### config.mk
export PLATFORM = sky130hd
export DESIGN_NAME = knot_key_sequencer
export DESIGN_NICKNAME = d
export VERILOG_FILES = /design/src/rtl/knot_lock_pkg.sv /design/src/rtl/knot_window_counter.sv /design/src/rtl/knot_key_sequencer.sv
export SDC_FILE = /design/constraint.sdc
export NUM_CORES = 1
export LEC_CHECK = 0
export ABC_AREA = 1
export CAP_MARGIN = 25
export CELL_PAD_IN_SITES_DETAIL_PLACEMENT = 1
export CELL_PAD_IN_SITES_GLOBAL_PLACEMENT = 1
export CORE_ASPECT_RATIO = 1.25
export CORE_MARGIN = 1.5
export CORE_UTILIZATION = 25
export CTS_BUF_LIST = sky130_fd_sc_hd__clkbuf_4 sky130_fd_sc_hd__clkbuf_8
export DETAILED_ROUTE_END_ITERATION = 10
export HOLD_SLACK_MARGIN = 0.15
export PLACE_DENSITY_LB_ADDON = 0.1
export SLEW_MARGIN = 40
export SYNTH_ARGS = -nofsm -noshare
export SYNTH_HDL_FRONTEND = slang
export SYNTH_SLANG_ARGS = --single-unit
export TNS_END_PERCENT = 1
### constraint.sdc
create_clock -name clk -period 1.5 [get_ports clk]
set_input_delay 0.3 -clock clk [delete_from_list [all_inputs] [get_ports clk]]
set_output_delay 0.3 -clock clk [all_outputs]
set_load 0.01 [all_outputs]
### src/rtl/knot_lock_pkg.sv
// Shared types and constants for the time-multiplexed key interface.
// Latency: n/a (declarations only).
// Backpressure: n/a.
package knot_lock_pkg;

    typedef enum logic [1:0] {
        ST_IDLE,
        ST_LOAD,
        ST_ARMED,
        ST_RUN
    } knot_state_e;

    localparam int KNOT_KEY_W   = 7;
    localparam int KNOT_NKEY    = 2;
    localparam int KNOT_WIN_LEN = 7;

    localparam logic [6:0] KNOT2_KEY0 = 7'd66;
    localparam logic [6:0] KNOT2_KEY1 = 7'd11;

    // Index width that stays at least one bit for single-entry ranges.
    function automatic int idx_w(input int n);
        return (n > 1) ? $clog2(n) : 1;
    endfunction

endpackage

### src/rtl/knot_window_counter.sv
// Phase/window counter: phase 0..WIN_LEN-1, window advances when phase wraps.
// Latency: win_idx and win_start registered; win_idx_nxt is the value after the next edge.
// Backpressure: none; en advances, clr zeroes synchronously and wins over en.
module knot_window_counter
    import knot_lock_pkg::*;
#(
    parameter int NKEY    = KNOT_NKEY,
    parameter int WIN_LEN = KNOT_WIN_LEN,
    localparam int IW     = idx_w(NKEY),
    localparam int PW     = idx_w(WIN_LEN)
) (
    input  logic          clk,
    input  logic          rst_n,
    input  logic          en,
    input  logic          clr,
    output logic [IW-1:0] win_idx,
    output logic [IW-1:0] win_idx_nxt,
    output logic          win_start
);

    localparam logic [PW-1:0] PH_LAST  = PW'(WIN_LEN - 1);
    localparam logic [IW-1:0] WIN_LAST = IW'(NKEY - 1);

    logic [PW-1:0] phase_q, phase_d;
    logic [IW-1:0] win_q, win_d;
    logic          win_start_q, win_start_d;

    always_comb begin
        phase_d = phase_q;
        win_d   = win_q;
        if (clr) begin
            phase_d = '0;
            win_d   = '0;
        end else if (en) begin
            if (phase_q == PH_LAST) begin
                phase_d = '0;
                win_d   = (win_q == WIN_LAST) ? '0 : win_q + 1'b1;
            end else begin
                phase_d = phase_q + 1'b1;
            end
        end
        // Entering RUN holds the already-cleared phase 0, so the first cycle pulses too.
        win_start_d = !clr && (phase_d == '0);
    end

    always_ff @(posedge clk or negedge rst_n) begin
        if (!rst_n) begin
            phase_q     <= '0;
            win_q       <= '0;
            win_start_q <= 1'b0;
        end else begin
            phase_q     <= phase_d;
            win_q       <= win_d;
            win_start_q <= win_start_d;
        end
    end

    assign win_idx     = win_q;
    assign win_idx_nxt = win_d;
    assign win_start   = win_start_q;

endmodule

### src/rtl/knot_key_sequencer.sv
// Stores NKEY key words and drives them onto the keyinput bus one window at a time.
// Latency: outputs registered; first RUN cycle already shows key[0] with win_start.
// Backpressure: load_ready high only in IDLE/LOAD; words offered elsewhere are ignored.
module knot_key_sequencer
    import knot_lock_pkg::*;
#(
    parameter int KEY_W   = KNOT_KEY_W,
    parameter int NKEY    = KNOT_NKEY,
    parameter int WIN_LEN = KNOT_WIN_LEN,
    localparam int IW     = idx_w(NKEY)
) (
    input  logic             clk,
    input  logic             rst_n,
    input  logic             load_valid,
    output logic             load_ready,
    input  logic [KEY_W-1:0] load_data,
    input  logic             start,
    input  logic             stop,
    input  logic             clear,
    output logic [KEY_W-1:0] key_out,
    output logic [IW-1:0]    win_idx,
    output logic             win_start,
    output logic             running,
    output logic             keys_ok
);

    localparam logic [IW-1:0] LOAD_LAST = IW'(NKEY - 1);

    knot_state_e      state_q, state_d;
    logic [IW-1:0]    load_idx_q, load_idx_d;
    logic [KEY_W-1:0] key_q [NKEY];
    logic [KEY_W-1:0] key_d [NKEY];
    logic [KEY_W-1:0] key_out_q, key_out_d;
    logic             running_q, running_d;
    logic             keys_ok_q, keys_ok_d;
    logic             load_acc;
    logic             run_nxt;
    logic [IW-1:0]    win_idx_nxt;

    assign load_ready = (state_q == ST_IDLE) || (state_q == ST_LOAD);
    assign load_acc   = load_valid && load_ready;

    // Priority: clear > stop > start > load; each command only acts in its own state.
    always_comb begin
        state_d    = state_q;
        load_idx_d = load_idx_q;
        key_d      = key_q;
        if (clear) begin
            state_d    = ST_IDLE;
            load_idx_d = '0;
            for (int i = 0; i < NKEY; i++) key_d[i] = '0;
        end else if (state_q == ST_RUN && stop) begin
            state_d = ST_ARMED;
        end else if (state_q == ST_ARMED && start) begin
            state_d = ST_RUN;
        end else if (load_acc) begin
            key_d[load_idx_q] = load_data;
            if (load_idx_q == LOAD_LAST) begin
                state_d    = ST_ARMED;
                load_idx_d = '0;
            end else begin
                state_d    = ST_LOAD;
                load_idx_d = load_idx_q + 1'b1;
            end
        end
    end

    assign run_nxt = (state_d == ST_RUN);

    always_comb begin
        running_d = run_nxt;
        keys_ok_d = run_nxt || (state_d == ST_ARMED);
        key_out_d = run_nxt ? key_q[win_idx_nxt] : '0;
    end

    knot_window_counter #(
        .NKEY    (NKEY),
        .WIN_LEN (WIN_LEN)
    ) u_win_cnt (
        .clk         (clk),
        .rst_n       (rst_n),
        .en          ((state_q == ST_RUN) && run_nxt),
        .clr         (!run_nxt),
        .win_idx     (win_idx),
        .win_idx_nxt (win_idx_nxt),
        .win_start   (win_start)
    );

    always_ff @(posedge clk or negedge rst_n) begin
        if (!rst_n) begin
            state_q    <= ST_IDLE;
            load_idx_q <= '0;
            for (int i = 0; i < NKEY; i++) key_q[i] <= '0;
            key_out_q  <= '0;
            running_q  <= 1'b0;
            keys_ok_q  <= 1'b0;
        end else begin
            state_q    <= state_d;
            load_idx_q <= load_idx_d;
            key_q      <= key_d;
            key_out_q  <= key_out_d;
            running_q  <= running_d;
            keys_ok_q  <= keys_ok_d;
        end
    end

    assign key_out = key_out_q;
    assign running = running_q;
    assign keys_ok = keys_ok_q;

endmodule

==> flow_summary.json <==
{
  "avgViaCountPerCell": 4.599,
  "grt_setup_unrepaired": "no",
  "drt_iter0_markers": 39,
  "fraction_of_layout_instances_using_a_drive_strength_above_1_pct": 21.11,
  "slew_headroom_pct": 83.13,
  "setup_violations": 0,
  "grt_max_degree": 32,
  "route.detailed.drc": 0,
  "inserted_diodes": 0,
  "htree_num_levels": 2,
  "clock_tree.buffer_depth": 2,
  "path_max_fanout": 1,
  "arrival_ps": 1140,
  "synth_largest_type_area_fraction_pct": 57.51,
  "synth.top_cells.by_area": "dfrtp_1 58%, inv_1 6.1%, nand3_1 5.6%, nand2_1 3.9%, o22ai_1 3.2%",
  "floorplan.die.height_um": 85.12,
  "drv_cap": 0,
  "finalCritPeriodShare_pct": 96.23,
  "ir_drop_uv": 632.5,
  "first_global_vias": 1164,
  "mostFrequentLayoutCell": "dfrtp_1",
  "final_hold_violating_endpoints": 0,
  "tns_ps": 0,
  "clock-root-buffer": "clkbuf_8",
  "dpl_worst_slack_ps": -319.2,
  "cp.required_ps": 1200,
  "cts_tree": "done",
  "grt.total_usage_pct": 12.67,
  "worst_path_largest_cell_delay_ps": 530,
  "wire_length_of_the_first_global_routing_pass_mm": 5.423,
  "die_area_um2": 5847,
  "mappedNetlistNets": 152,
  "run_status": "completed",
  "route.vias.total": 1113,
  "cp_num_cells": 1,
  "avgSynthCellArea_um2": 9.704,
  "yosys_warnings": 0,
  "row_count": 29,
  "initial_util_pct": 26.18,
  "floorplan.io_pins": 25,
  "fillers": 606,
  "place.port_buffers": 24,
  "timing.clock.skew_ps": 5.844,
  "dpl.hpwl_mm": 2.397,
  "post-synth-top-area-cell": "dfrtp_1",
  "timing.setup.critical_path_class": "reg2out",
  "finalWorstSetupSlack_ps": 56.54,
  "clk_transition_reported_paths_ps": 60,
  "timing.critical_path.buf_inv": 1,
  "syn-instance-count": 139,
  "count_of_different_cell_masters_after_synthesis": 22,
  "power_density_nw_per_um2": 952.1,
  "synth.yosys.seq_area_share_pct": 57.51,
  "fmaxAchievable_ghz": 0.6928,
  "cts.sinks": 31,
  "remaining_antenna_violation_count_after_routing": 0,
  "core_um2": 5152,
  "cts_buffers": 5,
  "placer_congestion_estimate": 0.7163,
  "cp-end-kind": "output port",
  "globalRouteOverflowTotal": 0,
  "dr.pass1.iters": 4,
  "final_period_minus_worst_setup_slack_ps": 1443,
  "finalNetCount": 192,
  "finalWirelength_mm": 3.345,
  "critical-path-top-delay-family": "buffers and inverters",
  "routed_wire_length_per_instance_um": 13.82,
  "tightestPinTransition_ps": 252.8,
  "antenna_violations_before_repair": 0,
  "die_width_um": 68.70,
  "critical-path-slowest-cell": "clkdlybuf4s50_1",
  "most-common-layout-cells": "30 x dfrtp_1, 21 x inv_1, 21 x clkdlybuf4s50_1, 14 x nand3_1, 12 x nand2_1",
  "syn_to_final_growth_pct": 38.13,
  "finalMaxSlewViolations": 0,
  "critical_path.cell_chain": "clkdlybuf4s50_1",
  "post_synth_instance_area_um2": 1349,
  "worst_r2r_path_depth": 8,
  "leakagePower_nw": 0.8958,
  "worstSkewPairLatency_ps": 280,
  "timing.critical_path.from_type": "flip-flop",
  "synth-seq-cells": 31,
  "post_cts_buffers": 0,
  "holdCritPathClass": "in2async"
}
==> final cells by class <==
| type | instances | area [µm²] | area share, % |
|---|---|---|---|
| timing repair inverter | 1 | 6.256 | 0.3358 |
| multi-input combinational | 81 | 481.7 | 25.86 |
| clock inverter | 1 | 5.005 | 0.2686 |
| tap | 62 | 77.57 | 4.164 |
| timing repair buffer | 34 | 327.8 | 17.60 |
| inverter | 25 | 103.9 | 5.574 |
| sequential | 31 | 777.0 | 41.71 |
| clock buffer | 7 | 83.83 | 4.500 |
==> synth_stat cells <==
| cell type | n |
|---|---|
| dfrtp_1 | 31 |
| inv_1 | 22 |
| nand3_1 | 15 |
| nand2_1 | 14 |
| a21oi_1 | 8 |
| o21ai_1 | 8 |
| nor2_1 | 7 |
| o21ai_0 | 7 |
| o22ai_1 | 7 |
| nand4_1 | 4 |
| inv_2 | 2 |
| nand2_4 | 2 |
| nand3_4 | 2 |
| nor2_2 | 2 |
| a21oi_4 | 1 |
| buf_2 | 1 |
| buf_4 | 1 |
| inv_4 | 1 |
| nand2_2 | 1 |
| nor2_8 | 1 |
| o21bai_1 | 1 |
| or2_2 | 1 |
==> registers in the layout, summed over array words and instances, names as in the netlist <==
register / count
keys_ok: 1
key_q: 14
state_q: 2
running: 1
u_win_cnt.win_start: 1
u_win_cnt.win_idx: 1
load_idx_q: 1
key_out: 7
u_win_cnt.phase_q: 3
==> per-stage QoR <==
stage | util, % | instance area [µm²] | instances | power [mW] | hold slack (ps)
CTS | 35.55 | 1832 | 241 | 1.810 | 385.6
global route | 36.16 | 1863 | 242 | 1.871 | 397.4
detailed placement | 33.80 | 1742 | 233 | 1.137 | 505.8
global placement | 33.80 | 1742 | 233 | 1.132 | 495.4
floorplan | - | 1349 | 139 | 1.006 | 4.409
finish | 36.16 | 1863 | 242 | 1.774 | 385.1
==> power breakdown <==
group	internal (mW)	leakage, nW	switching, mW
clock	0.361	0.0491	0.296
sequential	0.871	0.423	0.0187
combinational	0.101	0.423	0.126
==> cells by family after synthesis <==
kind of cell / share of synthesized area (%)
flip-flops: 57.51
AO/OA/AOI/OAI: 13.54
AND/OR/NAND/NOR: 20.87
buffers and inverters: 8.071
==> path summary, 6_finish.rpt <==
path	from	slack, ps	end
max	key_out[3]	60	key_out[3]
min	rst_n	390	keys_ok
max reg2reg	load_idx_q	110	u_win_cnt.win_start
min reg2reg	key_q[12]	520	key_q[12]
max in group asynchronous	rst_n	940	state_q[1]
min in group clk	key_q[12]	520	key_q[12]
==> repair_timing <==
action / 4_1_cts / 5_1_grt
hold buffers: 0 / 0
pin swaps: 0 / 1
cloned: 0 / 1
endpoints found under the setup margin: 9 / 14
gates resized for setup: 4 / 10
==> metal layers <==
metal	up-vias	global-route usage [%]	share of wire, %	wire length (µm)
met3	6	3.316	4.7	156
li1	536	-	-	-
met2	24	21.42	53	1757
met5	-	0	0	0
met1	547	14.76	41	1364
met4	0	5.348	1.9	65
Power figures use the tool's default switching activity.
